==> config.mk <==
export PLATFORM = sky130hd
export DESIGN_NAME = universal_register_flat
export DESIGN_NICKNAME = d
export VERILOG_FILES = /design/src/rtl/universal_register_if.sv /design/src/rtl/universal_register.sv /design/src/flat_wrapper.sv
export SDC_FILE = /design/constraint.sdc
export NUM_CORES = 1
export LEC_CHECK = 0
export BUFFER_PORTS_ARGS = -buffer_cell sky130_fd_sc_hd__buf_2
export CORE_ASPECT_RATIO = 1.75
export CORE_MARGIN = 1
export CORE_UTILIZATION = 40
export DETAILED_ROUTE_END_ITERATION = 8
export PLACE_DENSITY = 0.65
export SETUP_SLACK_MARGIN = 0.3
export SYNTH_ARGS = -nofsm -noshare
export SYNTH_HDL_FRONTEND = slang
export SYNTH_SLANG_ARGS = --single-unit
export TNS_END_PERCENT = 30
==> constraint.sdc <==
create_clock -name clk -period 2 [get_ports clk]
set_input_delay 0.1 -clock clk [delete_from_list [all_inputs] [get_ports clk]]
set_output_delay 0.1 -clock clk [all_outputs]
set_load 0.01 [all_outputs]
==> src/rtl/universal_register_if.sv <==
// universal_register_if: control, data and status bundle for one universal register
interface universal_register_if #(parameter int n = 8);
  logic         en;
  logic [2:0]   mode;
  logic [n-1:0] d;
  logic         sin;
  logic [n-1:0] q;
  logic         co;
  logic         zero;
  modport master(output en, mode, d, sin, input q, co, zero);
  modport slave(input en, mode, d, sin, output q, co, zero);
endinterface

==> src/rtl/universal_register.sv <==
// universal_register: n-bit register with load, shift, rotate, increment and decrement modes
module universal_register #(
  parameter int           n       = 8,
  parameter logic [n-1:0] RST_VAL = '0
) (
  input  logic                 clk,
  input  logic                 rst,
  universal_register_if.slave  bus
);
  typedef enum logic [2:0] {
    HOLD = 3'd0,
    LOAD = 3'd1,
    SHL  = 3'd2,
    SHR  = 3'd3,
    ROL  = 3'd4,
    ROR  = 3'd5,
    INC  = 3'd6,
    DEC  = 3'd7
  } mode_e;
  logic [n-1:0] q_q, q_d;
  logic         co_q, co_d;
  logic [n:0]   inc_w, dec_w;
  mode_e        mode_w;
  assign mode_w = mode_e'(bus.mode);
  assign inc_w  = {1'b0, q_q} + 1'b1;
  assign dec_w  = {1'b0, q_q} - 1'b1;
  // next state per mode; en low or HOLD keeps q and co, and the wide
  // inc/dec results deliver carry and borrow in their top bit
  always_comb begin
    q_d  = q_q;
    co_d = co_q;
    if (bus.en) begin
      case (mode_w)
        HOLD: ;
        LOAD: begin q_d = bus.d;                   co_d = 1'b0;      end
        SHL:  begin q_d = {q_q[n-2:0], bus.sin};   co_d = q_q[n-1];  end
        SHR:  begin q_d = {bus.sin, q_q[n-1:1]};   co_d = q_q[0];    end
        ROL:  begin q_d = {q_q[n-2:0], q_q[n-1]};  co_d = q_q[n-1];  end
        ROR:  begin q_d = {q_q[0], q_q[n-1:1]};    co_d = q_q[0];    end
        INC:  begin q_d = inc_w[n-1:0];            co_d = inc_w[n];  end
        DEC:  begin q_d = dec_w[n-1:0];            co_d = dec_w[n];  end
      endcase
    end
  end
  // state register; reset overrides enable and mode on the same edge
  always_ff @(posedge clk) begin
    if (rst) begin
      q_q  <= RST_VAL;
      co_q <= 1'b0;
    end else begin
      q_q  <= q_d;
      co_q <= co_d;
    end
  end
  assign bus.q    = q_q;
  assign bus.co   = co_q;
  assign bus.zero = (q_q == '0);
endmodule

==> src/flat_wrapper.sv <==
// flat-port wrapper written by rule: the top's interface ports become plain ports
module universal_register_flat 
#(
  parameter int           n       = 8,
  parameter logic [n-1:0] RST_VAL = '0
)
  (clk, rst, bus_en, bus_mode, bus_d, bus_sin, bus_q, bus_co, bus_zero);
  universal_register_if #(.n(n)) bus_i ();
  input  logic clk;
  input  logic rst;
  input wire logic [$bits(bus_i.en)-1:0] bus_en;
  input wire logic [$bits(bus_i.mode)-1:0] bus_mode;
  input wire logic [$bits(bus_i.d)-1:0] bus_d;
  input wire logic [$bits(bus_i.sin)-1:0] bus_sin;
  output wire logic [$bits(bus_i.q)-1:0] bus_q;
  output wire logic [$bits(bus_i.co)-1:0] bus_co;
  output wire logic [$bits(bus_i.zero)-1:0] bus_zero;
  assign bus_i.en = bus_en;
  assign bus_i.mode = bus_mode;
  assign bus_i.d = bus_d;
  assign bus_i.sin = bus_sin;
  assign bus_q = bus_i.q;
  assign bus_co = bus_i.co;
  assign bus_zero = bus_i.zero;
  universal_register #(.n(n), .RST_VAL(RST_VAL)) u_core (.clk(clk), .rst(rst), .bus(bus_i));
endmodule
==> results.sh <==
export IMPL_status="completed"
export IMPL_hold_viol_final=0
export IMPL_finClkSkew_ns=0.00335
export IMPL_synth_seq_area_share_pct=16.7
export IMPL_drt_iter0_markers=22
export IMPL_startpoint_type="register"
export IMPL_port_buffer_count=24
export IMPL_ys_types=47
export IMPL_grt_pass1_vias=1099
export IMPL_grt_pass1_wl_mm=5.13
export IMPL_cts_sinks=9
export IMPL_fin_crit_sh_pct=81.3
export IMPL_yosysTopAreaCell="dfxtp_1"
export IMPL_grt_usage_pct=24.8
export IMPL_cts_tree="built"
export IMPL_netlist_top_cells_area="dfxtp_1 17%, nor2_1 6.6%, nand2_1 4.5%"
export IMPL_cts_repair_resized=1
export IMPL_area_growth_pct=13.9
export IMPL_finalSetupViolCount=0
export IMPL_power_leakage_nw=0.497
export IMPL_clk_latency_ns=0.24
export IMPL_share_seq_of_total_power_pct=33.0
export IMPL_fillers=279
export IMPL_yosysMostFrequentCell="nor2_1"
export IMPL_nets=180
export IMPL_drive_gt1_share_pct=26.5
export IMPL_power_frac_comb_pct=34.2
export IMPL_hpwl_mm=2.31
export IMPL_drt_pass1_iter_count=5
export IMPL_die_x_um=41.2
export IMPL_fin_area_um2=1230
export IMPL_p_total_w=0.000697
export IMPL_seqCellArea_um2=183
export IMPL_place_congestion=0.899
export IMPL_critPathKind="reg2reg"
export IMPL_holdBufCountCts=0
export IMPL_synth_seq_cells=9
export IMPL_routed_wl_mm=3.23
export IMPL_cts_setup_buffers=0
export IMPL_cap_violations=0
export IMPL_cts_buffers=3
export IMPL_fmax_ghz=0.615
export IMPL_cts_buffer_depth=2
export IMPL_fp_row_count=24
export IMPL_num_vias=1185
export IMPL_synth_common_cells="19 x nor2_1, 13 x nand2_1, 9 x a21oi_1, 9 x dfxtp_1"
export IMPL_cts_root_buf="clkbuf_8"
export IMPL_synth_cells=144
export IMPL_worst_pin_slew_ns=0.614
export IMPL_avgSynthCellArea_um2=7.48
export IMPL_chipHeight_um=70.7
export IMPL_cp_required_ns=2.15
export IMPL_fin_tns_setup_ns=0
export IMPL_internal_power_w=0.000439
export IMPL_overflow=0
export IMPL_setup_ws_ns=0.375
export IMPL_pwr_density_cell_nw_per_um2=568
export IMPL_endpoint_kind="register"
export IMPL_drv_slew=0
export IMPL_routedWlPerCell_um=17.2
export IMPL_hp_class="in2reg"
export IMPL_start_util_pct=42.7
export IMPL_synth_ff_type="dfxtp_1"
export IMPL_clockPowerShare_pct=32.9
export IMPL_synth_warnings=0
export IMPL_antenna_left=0
export IMPL_fin_crit_ns=1.63
export IMPL_antenna_found_initial=0
export IMPL_synth_edf_count=0
export IMPL_diodes=0
export IMPL_multiInputGateArea_um2=787
export IMPL_async_reset_ff_share_pct=0
export IMPL_pre_cts_ws_ns=0.306
export IMPL_core_area_um2=2520
export IMPL_clk_pin_slew_worst_paths_ns=0.05
export IMPL_ios=25
export IMPL_placed_area_um2=1170
export IMPL_switching_share_pct=37.1
export IMPL_viasPerCell=6.30
export IMPL_slew_headroom_pct=59.1
export IMPL_crit_fanout=10
export IMPL_vdd_drop_max_mv=0.314
export IMPL_grt_max_degree=36
export IMPL_rsz0062_at_grt="true"
export IMPL_drc_errors=0
export IMPL_netlist_area_um2=1080
export IMPL_synth_fp_nets=161
export IMPL_arrival_ns=1.78
export IMPL_h_tree_depth=1
export IMPL_synth_top_area_share_pct=16.7
export IMPL_p_switching_w=0.000259
export IMPL_die_area_um2=2910
## path summary, 6_finish.rpt
kind	end	depth (start not counted)	start	slack, ns
max	u_core.bus.q[1]	7	u_core.bus.q[1]	0.37
min	u_core.bus.q[4]	2	rst	0.17
max reg2reg	u_core.bus.q[1]	7	u_core.bus.q[1]	0.37
min reg2reg	u_core.bus.co	1	u_core.bus.co	0.48
## state kept, by name (all words and copies together), names as in the netlist
| signal | flops |
|---|---|
| u_core.bus.q | 8 |
| u_core.bus.co | 1 |
## worst max-delay path: stages, from the launching register on
cell and delay (ns):
dfxtp_2 0.44, inv_1 0.12, ha_1 0.30, xnor2_1 0.13
nand2_1 0.09, o21ai_0 0.09, a211o_1 0.31, o31ai_1 0.06
## kinds of logic (layout without fill, tap and decap cells)
| family | after synthesis | count (layout) | synth area share, % |
|---|---|---|---|
| flops | 9 | 9 | 16.7 |
| buf+inv | 21 | 39 | 10.7 |
| xor+xnor | 5 | 5 | 4.07 |
| mux | 4 | 4 | 3.83 |
| compound gates | 48 | 48 | 33.6 |
| fa+ha+maj | 2 | 2 | 2.32 |
| simple gates | 55 | 55 | 28.8 |
## cells in the final DEF (no fill, tap or decap), drive strengths merged, types with 3 or more instances in the layout
master  Yosys  routed
a211oi      5       5
o21ai       8       8
o31ai       4       4
clkbuf      1       4
a21oi      10      10
o32ai       3       3
nor2       20      20
dfxtp       9       9
a32oi       3       3
inv         6       6
buf        14      29
xnor2       3       3
nand2b      4       4
mux2i       3       3
nand3b      3       3
nand2      13      13
## routing by layer
metal	GRT usage, %	part of all wire (%)
met5	0	0
met4	13.3	4.2
met3	3.45	4.1
met2	39.2	52
met1	30.3	39
## layout make-up
class	count	area share, %
clock buffers	4	3.67
inverters	6	1.83
multi-input cells	114	64.1
flip-flops and latches	9	14.9
well taps	26	2.65
repair buffers	29	12.8
## power by group through the flow
stage / Sequential, W / Combinational, W / Clock, W
after floorplan: 0.000221 / 0.000180 / 0
after global placement: 0.000230 / 0.000231 / 0
after detailed placement: 0.000231 / 0.000232 / 0
after CTS: 0.000228 / 0.000233 / 0.000229
after global routing: 0.000232 / 0.000263 / 0.000239
final: 0.000230 / 0.000238 / 0.000229
## metrics by stage
| step | utilization [%] | std cells | hold WS [ns] |
|---|---|---|---|
| after floorplan | - | 144 | 0.268 |
| after global placement | 46.6 | 184 | 0.402 |
| after detailed placement | 46.6 | 184 | 0.416 |
| after CTS | 48.4 | 188 | 0.166 |
| after global routing | 48.7 | 188 | 0.200 |
| final | 48.7 | 188 | 0.171 |
Note: power is estimated with default switching activity, not from simulation.
